**src/rtl/mux_8to1.sv**
```systemverilog
// mux_8to1: eight-way WIDTH-bit multiplexer.
// The combinational output o follows the selected input with zero latency.
// The registered stage (o_q, sel_q, valid_q) captures o and the select on
// enabled clock edges. A synchronous reset clears the registered stage only.
module mux_8to1 #(
   parameter int WIDTH = 1
) (
   input  logic             clk,
   input  logic             rst,
   input  logic [WIDTH-1:0] i0,
   input  logic [WIDTH-1:0] i1,
   input  logic [WIDTH-1:0] i2,
   input  logic [WIDTH-1:0] i3,
   input  logic [WIDTH-1:0] i4,
   input  logic [WIDTH-1:0] i5,
   input  logic [WIDTH-1:0] i6,
   input  logic [WIDTH-1:0] i7,
   input  logic             s0,
   input  logic             s1,
   input  logic             s2,
   input  logic             en,
   output logic [WIDTH-1:0] o,
   output logic [WIDTH-1:0] o_q,
   output logic [2:0]       sel_q,
   output logic             valid_q
);

   // Select word; s2 is the most significant bit.
   logic [2:0] sel;
   assign sel = {s2, s1, s0};

   // Combinational select. An unknown select bit falls through to the
   // all-X default, so X on the select propagates in simulation.
   always_comb begin
      o = {WIDTH{1'bx}};
      case (sel)
         3'd0:    o = i0;
         3'd1:    o = i1;
         3'd2:    o = i2;
         3'd3:    o = i3;
         3'd4:    o = i4;
         3'd5:    o = i5;
         3'd6:    o = i6;
         3'd7:    o = i7;
         default: o = {WIDTH{1'bx}};
      endcase
   end

   // Registered stage: reset clears it and has priority over the load enable.
   always_ff @(posedge clk) begin
      if (rst) begin
         o_q     <= '0;
         sel_q   <= 3'b000;
         valid_q <= 1'b0;
      end else if (en) begin
         o_q     <= o;
         sel_q   <= sel;
         valid_q <= 1'b1;
      end
   end

endmodule

```
**config.mk**
```make
export PLATFORM = sky130hd
export DESIGN_NAME = mux_8to1
export DESIGN_NICKNAME = d
export VERILOG_FILES = /design/src/rtl/mux_8to1.sv
export SDC_FILE = /design/constraint.sdc
export NUM_CORES = 1
export LEC_CHECK = 0
export BUFFER_PORTS_ARGS = -buffer_cell sky130_fd_sc_hd__buf_2
export CAP_MARGIN = 20
export CORE_AREA = 4 4 41 43
export CTS_BUF_LIST = sky130_fd_sc_hd__clkbuf_16
export CTS_CLUSTER_DIAMETER = 40
export DETAILED_ROUTE_END_ITERATION = 16
export DIE_AREA = 0 0 45 47
export RECOVER_POWER = 50
export REMOVE_ABC_BUFFERS = 1
export SYNTH_ARGS = -nofsm -noshare
export SYNTH_HDL_FRONTEND = slang
export SYNTH_SLANG_ARGS = --single-unit
export TNS_END_PERCENT = 50
```
**constraint.sdc**
```tcl
create_clock -name clk -period 1.15 [get_ports clk]
set_input_delay 0.115 -clock clk [delete_from_list [all_inputs] [get_ports clk]]
set_output_delay 0.115 -clock clk [all_outputs]
set_load 0.005 [all_outputs]
```
==> impl_metrics.yaml, run 1 <==
layout:
  synthToLayoutAreaGrowth_pct: 80.7
  drive_gt1_share_pct: 56.5
  multi_input_area_um2: 128
  fin_util_pct: 34.2
  stdcell_area_um2: 445
  antennaDiodeCount: 0
  final_nets: 61
  fin_cells: 61
  seq_area_um2: 100
  n_fill_cell: 153
timing:
  hold_slack_ns: 0.113
  finalSetupTns_ns: 0
  layout_setup_ws_ns: 0.0616
  fmax_ghz: 0.919
  tightest_slew_ns: 0.123
  max_slew_margin_pct: 91.6
  fin_crit_ns: 1.09
  drv_slew: 0
  rsz0062_at_grt: "no"
  finClkSkew_ns: 0
  hold_viol: 0
  post-route-period-util_pct: 94.6
  setup_viol: 0
routing:
  antenna_left: 0
  firstDrtPassIters: 2
  wl_per_cell_um: 10.7
  num_vias: 238
  vias_per_cell: 3.90
  routed_wl_um: 651
  route.detailed.drc: 0
  first_iter_violations: 1
global_routing:
  grt.total_usage_pct: 6.81
  grt_pass1_wl_um: 924
  use_met2_pct: 10.2
  grt_max_degree: 7
  grt_util_met3_pct: 5.36
  gr-total-overflow: 0
  first_global_vias: 237
  grt_busiest_layer: "met2"
  antenna_found_initial: 0
  grt_util_met1_pct: 6.18
floorplan:
  die-area_um2: 2120
  die_w_um: 45
  start_util_pct: 18.9
  rows: 13
  ios: 20
  chipHeight_um: 47
  core_area_um2: 1300
worst_setup_path:
  path_max_fanout: 5
  cp.arrival_ns: 0.97
  worst-r2r-setup-slack_ns: 0.52
  r2r-start: "o_q$_SDFFE_PP0P_"
  startpoint_type: "input pin"
  ff2ff_path_depth: 2
  r2r-end: "o_q$_SDFFE_PP0P_"
  worst_setup_path_end_kind: "output port"
  cp_data_required_time_ns: 1.03
  crit_type: "in -> out"
clock_tree:
  cts-root-buf: "clkbuf_16"
  htree_levels: 1
  clock_latency_ns: 0.23
  hold_buffers: 0
  clkTransAtPathRegs_ns: 0.03
  numClockSinks: 5
  cts_buffers: 3
  max-clock-path-buffers: 2
  cts_tree: "built"
worst_hold_path:
  hold_depth: 2
  holdCritPathClass: "in -> reg"
  whs_endpoint: "o_q$_SDFFE_PP0P_"
  hp-start: "rst"
logic_synthesis:
  synth_most_common_cell: "mux2i_1"
  synth_commonest_cells: "7 x mux2i_1, 6 x nor2_1, 5 x dfxtp_1"
  synth_flop_cell: "dfxtp_1"
  yosysSeqAreaShare_pct: 40.6
  avgSynthCellArea_um2: 10.7
  synth_edf_count: 0
  synth_top_cell_by_area: "dfxtp_1"
  syn_inst: 23
  syn-cell-area_um2: 246
  synth.area.top_cells: "dfxtp_1 41%, mux2i_1 28%, mux4_2 9.1%, nor2_1 9.1%, a211oi_2 5.1%"
  yosysWarnings: 0
  ys_ff_latch: 5
  ys_types: 8
  async_flop_share_pct: 0
  synth_top_area_share_pct: 40.6
placed_design:
  place_inst: 56
  pre_cts_ws_ns: -0.0361
  gp_congestion: 0.638
  place_area_um2: 353
  port_buffers: 19
job:
  cap_viol_max_count: 0
power_and_ir_drop:
  ir_drop_v: 0.000901
  power.density_nw_per_um2: 1930
  fin_total_pwr_uw: 860
  leakage_nw: 0.236
outcome:
  status: "complete, no violations"
## power breakdown
| group | internal, mW | switching (mW) | total, mW |
|---|---|---|---|
| logic | 0.0583 | 0.0383 | 0.0966 |
| registers | 0.186 | 0.00528 | 0.192 |
| clock network | 0.454 | 0.118 | 0.572 |
## cells in the final DEF, fill, tap and decap left out, drive strengths merged
cell type,netlist,layout
buf,1,20
mux4,1,1
nor2,6,6
mux2i,7,7
inv,1,1
dfxtp,5,5
a211oi,1,1
clkbuf,1,4
clkinv,0,1
## critical path, cell delays in order
cell and delay (ns):
buf_6 0.11, mux2i_1 0.11, mux4_2 0.48, inv_1 0.06, buf_2 0.10
## registers in the layout, indices dropped and copies added (netlist names)
name / flops
sel_q: 3
o_q: 1
valid_q: 1
## layer usage
metal	vias up	share of wire, %
met3	0	15
met1	99	39
met5	-	0
li1	125	-
met2	14	45
met4	0	0
## layout make-up
| cell class | instances | share of cell area (%) |
|---|---|---|
| Clock buffer | 3 | 16.9 |
| Timing Repair Buffer | 21 | 25.8 |
| Tap cell | 15 | 4.21 |
| Multi-Input combinational cell | 15 | 28.7 |
| Inverter | 1 | 0.843 |
| Sequential cell | 5 | 22.5 |
| Clock inverter | 1 | 1.12 |
## logic make-up (layout without fill, tap and decap cells)
logic type | Yosys count | count (layout) | synth area share [%]
multiplexers | 8 | 8 | 37.6
AND/OR/NAND/NOR | 6 | 6 | 9.14
buffers and inverters | 3 | 26 | 7.61
AO/OA/AOI/OAI | 1 | 1 | 5.08
flip-flops | 5 | 5 | 40.6
## worst max-delay path by stage
stage	to	start	slack, ns
global route	o	s1	0.02
floorplan	o_q$_SDFFE_PP0P_	s1	0.19
detailed placement	o_q$_SDFFE_PP0P_	s1	-0.04
global placement	o_q$_SDFFE_PP0P_	s1	-0.009
CTS	o	s1	0.02
finish	o	s1	0.06
## what timing repair did
item                                    CTS  global route
gates resized for setup                   1             1
endpoints found under the setup margin    1             1
buffers inserted                          1             0
hold endpoints to repair                  0             0
Note: power is estimated with default switching activity, not from simulation.
==> inputs of run 2 (changes only) <==
--- a/config.mk
+++ b/config.mk
@@ -8,7 +8,7 @@
 export BUFFER_PORTS_ARGS = -buffer_cell sky130_fd_sc_hd__buf_2
 export CAP_MARGIN = 20
 export CORE_AREA = 4 4 41 43
-export CTS_BUF_LIST = sky130_fd_sc_hd__clkbuf_16
+export CTS_BUF_LIST = sky130_fd_sc_hd__clkbuf_8
 export CTS_CLUSTER_DIAMETER = 40
 export DETAILED_ROUTE_END_ITERATION = 16
 export DIE_AREA = 0 0 45 47
==> run 2 against run 1 <==
  * First-iteration DRC count down 100%
  * Setup slack worse by 0.00068 ns
  * Combinational power about the same
  * Die area unchanged
  * Sequential power about the same
  * Core utilization down 2.5 points
  * Via count down 1.3%
  * Wire length down 4.5%
  * Critical endpoint unchanged
  * Largest cell class unchanged
==> impl_metrics.yaml, run 2 (synthesis results as in run 1) <==
timing:
  drv_slew: 0
  setup_viol: 0
  fin_crit_ns: 1.09
  tightest_slew_ns: 0.125
  hold_viol: 0
  post-route-period-util_pct: 94.7
  fmax_ghz: 0.918
  rsz0062_at_grt: "no"
  max_slew_margin_pct: 91.4
  layout_setup_ws_ns: 0.0609
  finClkSkew_ns: 0
clock_tree:
  max-clock-path-buffers: 2
  htree_levels: 1
  cts_buffers: 3
  clock_latency_ns: 0.22
  clkTransAtPathRegs_ns: 0.04
  numClockSinks: 5
  cts_tree: "built"
  cts-root-buf: "clkbuf_8"
  hold_buffers: 0
layout:
  fin_util_pct: 31.7
  final_common_cell: "buf_2"
  final_cell_mix: "18 x buf_2, 7 x mux2i_1, 6 x nor2_1"
  final_nets: 61
  reg_top3: "sel_q: 3 flops, o_q: 1 flops, valid_q: 1 flops"
  largest_register_ffs: 3
  top_register: "sel_q"
  synthToLayoutAreaGrowth_pct: 67.5
  drive_gt1_share_pct: 58.7
  fin_cells: 61
  antennaDiodeCount: 0
job:
  cap_viol_max_count: 0
routing:
  vias_per_cell: 3.85
  route.detailed.drc: 0
  wl_per_cell_um: 10.2
  num_vias: 235
  first_iter_violations: 0
  antenna_left: 0
  routed_wl_um: 622
  firstDrtPassIters: 1
floorplan:
  core_area_um2: 1300
  chipHeight_um: 47
  ios: 20
  rows: 13
  die_w_um: 45
  start_util_pct: 18.9
  die-area_um2: 2120
outcome:
  status: "complete, no violations"
worst_hold_path:
  holdCritPathClass: "in -> reg"
worst_setup_path:
  cp.arrival_ns: 0.97
  slowest_stage: "mux4_2"
  crit_type: "in -> out"
  worst_setup_path_end_kind: "output port"
  startpoint_type: "input pin"
  worstPathCellList: "buf_6 -> mux2i_1 -> mux4_2 -> inv_1 -> buf_2"
  path_max_fanout: 5
  slowest_delay_ns: 0.48
  cp_data_required_time_ns: 1.03
global_routing:
  gr-total-overflow: 0
  first_global_vias: 230
  grt_max_degree: 7
  grt_pass1_wl_um: 903
  antenna_found_initial: 0
  grt.total_usage_pct: 6.65
placed_design:
  gp_congestion: 0.638
  place_inst: 56
  port_buffers: 19
  pre_cts_ws_ns: -0.0361
power_and_ir_drop:
  ir_drop_v: 0.000773
  fin_total_pwr_uw: 612
  leakage_nw: 0.225
  power.density_nw_per_um2: 1480
run 2: path summary, 6_finish.rpt:
path	startpoint	end	slack (ns)	cells past startpoint
hold / removal	rst	o_q$_SDFFE_PP0P_	0.12	2
hold reg to reg	valid_q$_SDFFE_PP0P_	valid_q$_SDFFE_PP0P_	0.45	2
setup / recovery	s1	o	0.06	5
setup reg to reg	o_q$_SDFFE_PP0P_	o_q$_SDFFE_PP0P_	0.52	2
run 2: critical path, delay by kind of cell:
| family | cells | cell delay [ns] |
|---|---|---|
| mux | 2 | 0.59 |
| buf+inv | 3 | 0.27 |
run 2: power breakdown:
group / internal [mW] / total [mW] / switching (mW)
clock: 0.233 / 0.323 / 0.0905
combinational: 0.0588 / 0.0969 / 0.0381
sequential: 0.186 / 0.191 / 0.00507
total: 0.478 / 0.612 / 0.134
run 2: area by class of cell:
cell class / count / area, um^2
Clock buffer: 3 / 41.3
Clock inverter: 1 / 5.00
Fill cell: 157 / 888
Inverter: 1 / 3.75
Multi-Input combinational cell: 15 / 128
Sequential cell: 5 / 100
Tap cell: 15 / 18.8
Timing Repair Buffer: 21 / 116
run 2: timing repair:
action | 4_1_cts | 5_1_grt
setup buffers | 1 | 0
setup endpoints to repair | 1 | 1
gates resized for setup | 1 | 1
run 2: through the flow:
| step | cell area [um^2] | hold slack [ns] | TNS (ns) |
|---|---|---|---|
| 6_report | 413 | 0.121 | 0 |
| 5_1_grt | 413 | 0.120 | 0 |
| 4_1_cts | 409 | 0.115 | 0 |
| 3_5_place_dp | 353 | 0.346 | -0.0502 |
| 3_3_place_gp | 353 | 0.348 | -0.00951 |
| 2_1_floorplan | 231 | 0.180 | 0 |
run 2: metal layers:
metal / wire length (um) / vias up / global-route usage [%]
met5: 0 / - / 0
met4: 7 / 0 / 7.02
met3: 97 / 2 / 5.36
met2: 261 / 14 / 8.76
met1: 256 / 95 / 6.18
li1: - / 124 / -
==> inputs of run 3 (changes only) <==
--- a/config.mk
+++ b/config.mk
@@ -7,11 +7,15 @@
 export LEC_CHECK = 0
 export BUFFER_PORTS_ARGS = -buffer_cell sky130_fd_sc_hd__buf_2
 export CAP_MARGIN = 20
-export CORE_AREA = 4 4 41 43
+export CELL_PAD_IN_SITES_DETAIL_PLACEMENT = 0
+export CELL_PAD_IN_SITES_GLOBAL_PLACEMENT = 2
+export CORE_MARGIN = 4
+export CORE_UTILIZATION = 17
 export CTS_BUF_LIST = sky130_fd_sc_hd__clkbuf_8
 export CTS_CLUSTER_DIAMETER = 40
 export DETAILED_ROUTE_END_ITERATION = 16
-export DIE_AREA = 0 0 45 47
+export MAX_ROUTING_LAYER = met4
+export PLACE_DENSITY_LB_ADDON = 0.1
 export RECOVER_POWER = 50
 export REMOVE_ABC_BUFFERS = 1
 export SYNTH_ARGS = -nofsm -noshare
==> run 3 against run 2 <==
  * Sequential cell count did not move
  * Clock skew did not move
  * Critical path depth did not move
  * Via count rose by 4.7%
  * Clock power fell by 6%
  * Combinational power rose by 8%
  * Sequential power barely moved
==> impl_metrics.yaml, run 3 (synthesis results as in run 1) <==
worst_setup_path:
  crit_top_cell: "buf_6"
  worstPathCellList: "buf_6 -> mux2i_1 -> mux4_2 -> inv_2 -> buf_6"
  path_max_fanout: 5
  cp.arrival_ns: 0.98
  worst_setup_path_end_kind: "output port"
  slowest_stage: "mux4_2"
  startpoint_type: "input pin"
  ff2ff_path_depth: 2
  crit_type: "in -> out"
  slowest_delay_ns: 0.49
  cp_data_required_time_ns: 1.03
routing:
  vias_per_cell: 4.03
  first_iter_violations: 2
  num_vias: 246
  route.detailed.drc: 0
  antenna_left: 0
  wl_per_cell_um: 11.0
  firstDrtPassIters: 2
  routed_wl_um: 674
floorplan:
  die-area_um2: 2120
  start_util_pct: 18.5
  rows: 13
  ios: 20
  chipHeight_um: 46.1
  die_w_um: 46.1
  core_area_um2: 1330
layout:
  final_common_cell: "buf_2"
  fin_cells: 61
  antennaDiodeCount: 0
  n_fill_cell: 155
  final_cell_mix: "16 x buf_2, 7 x mux2i_1, 6 x nor2_1"
  largest_register_ffs: 3
  reg_top3: "sel_q: 3 flops, o_q: 1 flops, valid_q: 1 flops"
  top_register: "sel_q"
  synthToLayoutAreaGrowth_pct: 69.0
  final_nets: 61
  drive_gt1_share_pct: 56.5
timing:
  drv_slew: 0
  tightest_slew_ns: 0.142
  fin_crit_ns: 1.09
  hold_viol: 0
  setup_viol: 0
  post-route-period-util_pct: 94.9
  fmax_ghz: 0.916
  finClkSkew_ns: 0
  max_slew_margin_pct: 90.3
  rsz0062_at_grt: "no"
power_and_ir_drop:
  ir_drop_v: 0.000616
  p_clk_share_pct: 50.7
  switching_share_pct: 20.5
  p_int_uw: 478
  fin_total_pwr_uw: 601
  pwr-share-comb_pct: 17.5
  leakage_nw: 0.224
  p_switching_uw: 123
  power.density_nw_per_um2: 1440
  seq_power_share_pct: 31.8
clock_tree:
  numClockSinks: 5
  cts_buffers: 3
  max-clock-path-buffers: 2
  clock_latency_ns: 0.22
  cts_tree: "built"
  cts-root-buf: "clkbuf_8"
  htree_levels: 1
  clkTransAtPathRegs_ns: 0.03
worst_hold_path:
  hold_depth: 2
  holdCritPathClass: "in -> reg"
global_routing:
  grt_max_degree: 7
  first_global_vias: 273
  grt_pass1_wl_um: 1080
  grt.total_usage_pct: 8.01
  gr-total-overflow: 0
  antenna_found_initial: 0
outcome:
  status: "complete, no violations"
placed_design:
  dp_hpwl_um: 606
  place_inst: 56
  gp_congestion: 0.756
  port_buffers: 19
job:
  cap_viol_max_count: 0
==> run 3: changes by cell type in the layout (fill, tap and decap cells not counted) <==
cell      delta
buf_2        -2
buf_6        +1
clkbuf_1     +1
clkinv_2     -1
inv_2        +1
==> run 3: power groups by stage <==
| stage | combinational (mW) | sequential, mW | clock [mW] |
|---|---|---|---|
| floorplan | 0.0351 | 0.195 | 0 |
| global placement | 0.0909 | 0.193 | 0 |
| detailed placement | 0.0924 | 0.194 | 0 |
| CTS | 0.0988 | 0.191 | 0.315 |
| global route | 0.116 | 0.193 | 0.336 |
| finish | 0.105 | 0.191 | 0.305 |
==> run 3: worst max-delay path, delay by kind of cell <==
family / cells / cell delay [ns]
buffers and inverters: 3 / 0.26
muxes: 2 / 0.60
==> run 3: final timing paths <==
path                        start                   end  slack [ns]
min reg2reg  valid_q$_SDFFE_PP0P_  valid_q$_SDFFE_PP0P_        0.47
max reg2reg      o_q$_SDFFE_PP0P_      o_q$_SDFFE_PP0P_        0.53
min                           rst      o_q$_SDFFE_PP0P_        0.13
max                            s1                     o        0.06
==> run 3: final cells by class <==
type / count / area [um^2] / share of cell area, %
multi-input combinational: 15 / 128 / 30.6
sequential: 5 / 100 / 24.0
clock buffer: 3 / 41.3 / 9.91
clock inverter: 1 / 3.75 / 0.901
inverter: 1 / 3.75 / 0.901
tap: 15 / 18.8 / 4.50
timing repair buffer: 21 / 121 / 29.1
==> run 3: timing repair <==
| action | in CTS | in global routing |
|---|---|---|
| gates resized for setup | 0 | 5 |
| gates cloned | 0 | 0 |
| pin swaps | 0 | 0 |
| endpoints found under the setup margin | 1 | 1 |
| hold buffers | 0 | 0 |
| setup buffers | 1 | 0 |
==> run 3: routing by layer <==
metal	vias to the layer above	share of wire, %	global-route usage, %	wire length (um)
met4	0	0	3.41	0
met3	0	13	6.25	86
met2	12	53	12.4	355
met5	-	0	-	0
met1	110	34	7.26	232
li1	124	-	-	-
==> run 3: metrics by stage <==
stage          hold WS [ns]  util, %  worst slack, ns  cell area, um^2  TNS (ns)
2_1_floorplan         0.180        -            0.185              231         0
3_3_place_gp          0.350     26.5         -0.00793              353   -0.0105
3_5_place_dp          0.355     26.5          -0.0302              353   -0.0506
4_1_cts               0.126     30.4          0.00355              405         0
5_1_grt               0.130     31.2           0.0126              417         0
6_report              0.128     31.2           0.0587              417         0
